`src/rtl/cacheline_adaptor_pkg.sv`:
```
// Shared constants and FSM state encoding for the cache-line <-> memory-burst adaptor.
// Also holds the line-alignment helper used to build the burst-side address.
package cache_types;

  localparam int unsigned s_line     = 256;
  localparam int unsigned s_burst    = 64;
  localparam int unsigned num_bursts = s_line / s_burst;
  localparam int unsigned addr_w     = 32;
  localparam int unsigned offset_w   = $clog2(s_line / 8);

  typedef enum logic [1:0] {
    IDLE  = 2'd0,
    READ  = 2'd1,
    WRITE = 2'd2,
    DONE  = 2'd3
  } state_t;

  // Clear the byte-offset bits so the address points at the start of a line.
  function automatic logic [addr_w-1:0] line_align(input logic [addr_w-1:0] addr);
    logic [addr_w-1:0] mask;
    mask = {addr_w{1'b1}} << offset_w;
    return addr & mask;
  endfunction

endpackage

```
`src/rtl/cacheline_adaptor_if.sv`:
```
// Cache-side and memory-side signals of the adaptor, bundled in one interface.
// master = environment (cache + memory), slave = the adaptor itself.
interface cacheline_adaptor_if;
  import cache_types::*;

  logic [s_line-1:0]  line_i;
  logic [s_line-1:0]  line_o;
  logic [addr_w-1:0]  address_i;
  logic               read_i;
  logic               write_i;
  logic               resp_o;
  logic [s_burst-1:0] burst_i;
  logic [s_burst-1:0] burst_o;
  logic [addr_w-1:0]  address_o;
  logic               read_o;
  logic               write_o;
  logic               resp_i;

  modport master (
    output line_i, address_i, read_i, write_i, burst_i, resp_i,
    input  line_o, resp_o, burst_o, address_o, read_o, write_o
  );

  modport slave (
    input  line_i, address_i, read_i, write_i, burst_i, resp_i,
    output line_o, resp_o, burst_o, address_o, read_o, write_o
  );

endinterface

```
`src/rtl/cacheline_adaptor.sv`:
```
// Converts one cache-line read/write request into num_bursts memory bursts,
// assembling read bursts into a line and slicing a written line into bursts.
module cacheline_adaptor #(
  parameter int unsigned s_line     = 256,
  parameter int unsigned s_burst    = 64,
  parameter int unsigned num_bursts = 4
) (
  input  logic                clk,
  input  logic                rst,
  cacheline_adaptor_if.slave  bus
);
  import cache_types::state_t;
  import cache_types::IDLE;
  import cache_types::READ;
  import cache_types::WRITE;
  import cache_types::DONE;
  import cache_types::addr_w;
  import cache_types::line_align;

  localparam int unsigned          cnt_w    = (num_bursts > 1) ? $clog2(num_bursts) : 1;
  localparam logic [cnt_w-1:0]     cnt_last = cnt_w'(num_bursts - 1);
  localparam logic [cnt_w-1:0]     cnt_one  = cnt_w'(1);

  state_t              state_q, state_d;
  logic [cnt_w-1:0]    cnt_q,   cnt_d;
  logic [addr_w-1:0]   addr_q,  addr_d;
  logic [s_line-1:0]   wline_q, wline_d;
  logic [s_line-1:0]   rline_q, rline_d;
  logic [s_burst-1:0]  burst_q, burst_d;
  logic                read_q,  read_d;
  logic                write_q, write_d;
  logic                resp_q,  resp_d;

  // Next-state, burst counter and data-path updates.
  always_comb begin
    state_d = state_q;
    cnt_d   = cnt_q;
    addr_d  = addr_q;
    wline_d = wline_q;
    rline_d = rline_q;

    case (state_q)
      IDLE: begin
        if (bus.write_i) begin
          wline_d = bus.line_i;
          addr_d  = line_align(bus.address_i);
          cnt_d   = {cnt_w{1'b0}};
          state_d = WRITE;
        end else if (bus.read_i) begin
          addr_d  = line_align(bus.address_i);
          cnt_d   = {cnt_w{1'b0}};
          state_d = READ;
        end else begin
          state_d = IDLE;
        end
      end

      READ: begin
        if (bus.resp_i) begin
          rline_d[int'(cnt_q) * s_burst +: s_burst] = bus.burst_i;
          cnt_d = cnt_q + cnt_one;
          if (cnt_q == cnt_last) begin
            state_d = DONE;
          end else begin
            state_d = READ;
          end
        end else begin
          state_d = READ;
        end
      end

      WRITE: begin
        if (bus.resp_i) begin
          cnt_d = cnt_q + cnt_one;
          if (cnt_q == cnt_last) begin
            state_d = DONE;
          end else begin
            state_d = WRITE;
          end
        end else begin
          state_d = WRITE;
        end
      end

      DONE: begin
        state_d = IDLE;
      end

      default: begin
        state_d = IDLE;
      end
    endcase
  end

  // Outputs are registered copies of what the next state implies.
  always_comb begin
    read_d  = (state_d == READ);
    write_d = (state_d == WRITE);
    resp_d  = (state_d == DONE);
    burst_d = wline_d[int'(cnt_d) * s_burst +: s_burst];
  end

  // State and output registers with synchronous reset.
  always_ff @(posedge clk) begin
    if (rst) begin
      state_q <= IDLE;
      cnt_q   <= {cnt_w{1'b0}};
      addr_q  <= {addr_w{1'b0}};
      wline_q <= {s_line{1'b0}};
      rline_q <= {s_line{1'b0}};
      burst_q <= {s_burst{1'b0}};
      read_q  <= 1'b0;
      write_q <= 1'b0;
      resp_q  <= 1'b0;
    end else begin
      state_q <= state_d;
      cnt_q   <= cnt_d;
      addr_q  <= addr_d;
      wline_q <= wline_d;
      rline_q <= rline_d;
      burst_q <= burst_d;
      read_q  <= read_d;
      write_q <= write_d;
      resp_q  <= resp_d;
    end
  end

  assign bus.line_o    = rline_q;
  assign bus.burst_o   = burst_q;
  assign bus.address_o = addr_q;
  assign bus.read_o    = read_q;
  assign bus.write_o   = write_q;
  assign bus.resp_o    = resp_q;

endmodule

```
`src/flat_wrapper.sv`:
```
// flat-port wrapper written by rule: the top's interface ports become plain ports
module cacheline_adaptor_flat import cache_types::state_t; import cache_types::IDLE; import cache_types::READ; import cache_types::WRITE; import cache_types::DONE; import cache_types::addr_w; import cache_types::line_align;
#(
  parameter int unsigned s_line     = 256,
  parameter int unsigned s_burst    = 64,
  parameter int unsigned num_bursts = 4
)
  (clk, rst, bus_line_i, bus_address_i, bus_read_i, bus_write_i, bus_burst_i, bus_resp_i, bus_line_o, bus_resp_o, bus_burst_o, bus_address_o, bus_read_o, bus_write_o);
  cacheline_adaptor_if bus_i ();
  input  logic clk;
  input  logic rst;
  input wire logic [$bits(bus_i.line_i)-1:0] bus_line_i;
  input wire logic [$bits(bus_i.address_i)-1:0] bus_address_i;
  input wire logic [$bits(bus_i.read_i)-1:0] bus_read_i;
  input wire logic [$bits(bus_i.write_i)-1:0] bus_write_i;
  input wire logic [$bits(bus_i.burst_i)-1:0] bus_burst_i;
  input wire logic [$bits(bus_i.resp_i)-1:0] bus_resp_i;
  output wire logic [$bits(bus_i.line_o)-1:0] bus_line_o;
  output wire logic [$bits(bus_i.resp_o)-1:0] bus_resp_o;
  output wire logic [$bits(bus_i.burst_o)-1:0] bus_burst_o;
  output wire logic [$bits(bus_i.address_o)-1:0] bus_address_o;
  output wire logic [$bits(bus_i.read_o)-1:0] bus_read_o;
  output wire logic [$bits(bus_i.write_o)-1:0] bus_write_o;
  assign bus_i.line_i = bus_line_i;
  assign bus_i.address_i = bus_address_i;
  assign bus_i.read_i = bus_read_i;
  assign bus_i.write_i = bus_write_i;
  assign bus_i.burst_i = bus_burst_i;
  assign bus_i.resp_i = bus_resp_i;
  assign bus_line_o = bus_i.line_o;
  assign bus_resp_o = bus_i.resp_o;
  assign bus_burst_o = bus_i.burst_o;
  assign bus_address_o = bus_i.address_o;
  assign bus_read_o = bus_i.read_o;
  assign bus_write_o = bus_i.write_o;
  cacheline_adaptor #(.s_line(s_line), .s_burst(s_burst), .num_bursts(num_bursts)) u_core (.clk(clk), .rst(rst), .bus(bus_i));
endmodule
```
`config.mk`:
```
export PLATFORM = sky130hd
export DESIGN_NAME = cacheline_adaptor_flat
export DESIGN_NICKNAME = d
export VERILOG_FILES = /design/src/rtl/cacheline_adaptor_pkg.sv /design/src/rtl/cacheline_adaptor_if.sv /design/src/rtl/cacheline_adaptor.sv /design/src/flat_wrapper.sv
export SDC_FILE = /design/constraint.sdc
export NUM_CORES = 1
export LEC_CHECK = 0
export ABC_AREA = 1
export BUFFER_PORTS_ARGS = -buffer_cell sky130_fd_sc_hd__buf_2
export CAP_MARGIN = 15
export CORE_AREA = 2 2 315 317
export CTS_CLUSTER_DIAMETER = 30
export DETAILED_ROUTE_END_ITERATION = 10
export DIE_AREA = 0 0 317 319
export PLACE_DENSITY = 0.47
export SYNTH_ARGS = -nofsm -noshare
export SYNTH_HDL_FRONTEND = slang
export SYNTH_SLANG_ARGS = --single-unit
export TNS_END_PERCENT = 50
```
`constraint.sdc`:
```
create_clock -name clk -period 2.2 [get_ports clk]
set_clock_uncertainty 0.05 [all_clocks]
set_input_delay 0.33 -clock clk [delete_from_list [all_inputs] [get_ports clk]]
set_output_delay 0.33 -clock clk [all_outputs]
set_load 0.05 [all_outputs]
```
==> summary.txt <==
Floorplanning
  – Die height: 319 um
  – Area of the core: 97700 um2
  – Die Area: 101000 um2
  – Starting Density: 24.9%
  – Die Wd: 317 um
  – I/O pins: 712
  – Row count: 115

Finish
  – Share of layout cells above drive strength 1: 26.0%
  – Layout Cells excl Fill: 5690
  – Area Growth Syn to Fin: 60.8%
  – Most common cell after layout, fill and taps aside: buf_2
  – Filler cells: 9961
  – Most frequent cells in the layout: 700 x buf_2, 693 x nand2_1, 609 x dfxtp_1
  – Fin nets: 4625

Job
  – Max-Cap Viols: 0

Pwr
  – Worst VDD drop: 574 uV
  – Power per cell area: 1040 nW/um2
  – Leakage: 17.6 nW
  – Total design power: 40.8 mW

STA
  – Final hold violations: 0
  – Unrepaired setup endpoints after global routing: false
  – Final worst path period need: 2030 ps
  – Least-Margin Pin Slew: 748 ps
  – Max-slew violations: 0
  – Slew headroom: 50.1%
  – Post-route setup slack: 169 ps
  – Sum Neg Setup Slack: 0 ps
  – Fin crit share: 92.3%
  – Setup-failing EPs final: 0
  – Hold Slack: 54.8 ps
  – Peak Freq: 0.492 GHz

Route
  – Vias/cell: 4.54
  – DRT Pass-1 Iters: 5
  – DRT Wirelength: 105000 um
  – Drt wl/cell: 18.4 um
  – Post-route DRC: 0
  – Vias: 25813
  – 1st-iter DRT viols: 1637
  – ANT nets after route: 0

Placement
  – Placed cells: 5042
  – DP HPWL: 71400 um
  – Port-buffer cells: 701
  – Placement Setup Slack: -61.3 ps
  – GP Congestion: 0.839

Clocking
  – Worst-path clk slew: 40 ps
  – CTS root buf: clkbuf_16
  – Clock buffer depth: 3
  – Post-CTS Setup Bufs: 0
  – H-tree Lvls: 4
  – CTS tree: done
  – Clk sink count: 610
  – TritonCTS buffer count: 162
  – Worst-Skew Late Latency: 730 ps

Run status
  – Status: completed

Yosys
  – Sequential fraction of the synthesis area: 50.2%
  – Syn avg cell area: 7.64 um2
  – Post-Synthesis Cells: 3182
  – Seq cells post-synth: 610
  – Distinct cells, synth: 29
  – Synth Cell Area: 24300 um2
  – Synth warn: 0

Global route
  – Initial antenna violation count: 13
  – GR Util All Layers: 20.0%
  – Aggregate global routing overflow: 0
  – First-pass GRT wire length: 154000 um
  – Vias in the first global route: 25117
  – Largest net degree at the start of global routing: 129

Critical path
  – CP Capture Type: flop
  – Crit Path Max Fanout: 32
  – Crit path DAT: 2640 ps
  – Crit path kind: reg -> reg
  – Crit path required time: 2810 ps
  – Crit path launch type: flop

Worst hold path
  – Hold Path Class: in -> reg
flip-flops by register name, indices dropped and copies added, names as in the netlist:
signal and count:
u_core.cnt_q 2, u_core.bus.read_o 1, u_core.wline_q 256, u_core.state_q 2, u_core.bus.write_o 1, u_core.bus.burst_o 64, u_core.bus.line_o 256, u_core.bus.resp_o 1
u_core.bus.address_o 27
synthesized netlist by cell type (all sizes together):
library cell	number	share of area, %
a211oi	128	4.0
a21oi	266	5.5
a31oi	128	3.3
buf	125	2.8
clkbuf	142	2.2
clkinv	1	0.015
conb	1	0.015
dfxtp	610	50
ha	9	0.46
inv	252	3.9
mux2i	21	0.86
nand2	703	11
nand3	253	5.2
nand4	34	0.87
nor2	231	3.7
nor3	2	0.041
o21ai	183	3.8
or2	93	2.4
per-stage QoR:
stage	cell area, um2	util (%)
after floorplan	24300	-
after global placement	30000	30.7
after detailed placement	30000	30.7
after CTS	39100	40.0
after global routing	39100	40.0
final	39100	40.0
per-layer routing:
metal	global-route usage (%)	part of all wire [%]	up-vias
met1	23.8	41	11939
met5	0	0.044	-
met3	5.92	7.4	208
met2	33.0	47	925
met4	9.26	3.9	8
li1	-	-	12733
power breakdown:
group / switching [mW] / internal (mW) / total (mW) / leakage [nW]
clock: 7.37 / 16.9 / 24.3 / 2.77
combinational: 2.93 / 1.70 / 4.63 / 9.80
sequential: 0.189 / 11.7 / 11.9 / 4.99
total: 10.5 / 30.3 / 40.8 / 17.6
worst paths after layout:
path / startpoint / to / slack [ps] / cells past startpoint
max: u_core.state_q[0] / u_core.wline_q[12] / 170 / 8
min: bus_line_i[40] / u_core.wline_q[40] / 50 / 5
max reg2reg: u_core.state_q[0] / u_core.wline_q[12] / 170 / 8
min reg2reg: u_core.bus.line_o[167] / u_core.bus.line_o[167] / 400 / 2
kinds of logic (layout without fill, tap and decap cells):
logic type / count (synthesis) / after routing / synth area share [%]
AO/OA/AOI/OAI: 705 / 705 / 16.5
multiplexers: 21 / 21 / 0.864
flip-flops: 610 / 610 / 50.2
AND/OR/NAND/NOR: 1316 / 1316 / 23.1
adder cells (fa/ha/maj): 9 / 9 / 0.463
other: 1 / 15 / 0.0154
buffers and inverters: 520 / 1727 / 8.91
repair_timing:
| action | in CTS | in global routing |
|---|---|---|
| endpoints found under the hold margin | 577 | 0 |
| pin swaps | 0 | 0 |
| hold buffers | 340 | 0 |
| gates cloned | 0 | 0 |
| setup endpoints to repair | 1 | 39 |
| resized for setup | 1 | 4 |
worst max-delay path, stage by stage (launching register included):
cell           delay, ps
dfxtp_1              320
inv_1                 80
ha_2                 260
nand2_8              130
inv_6                110
buf_12               180
nand2_1              100
a21oi_1              140
dlygate4sd3_1        580
area by class of cell:
cell class / count / area [um2] / share of cell area [%]
Clock buffer: 223 / 4610 / 11.8
Clock inverter: 75 / 1080 / 2.77
Antenna cell: 10 / 25.0 / 0.0640
Sequential cell: 610 / 12200 / 31.2
Multi-Input combinational cell: 2056 / 10000 / 25.7
Inverter: 253 / 961 / 2.46
Timing Repair Buffer: 1176 / 8580 / 21.9
Tap cell: 1287 / 1610 / 4.12
No activity file was read; power rests on OpenSTA's default activity.
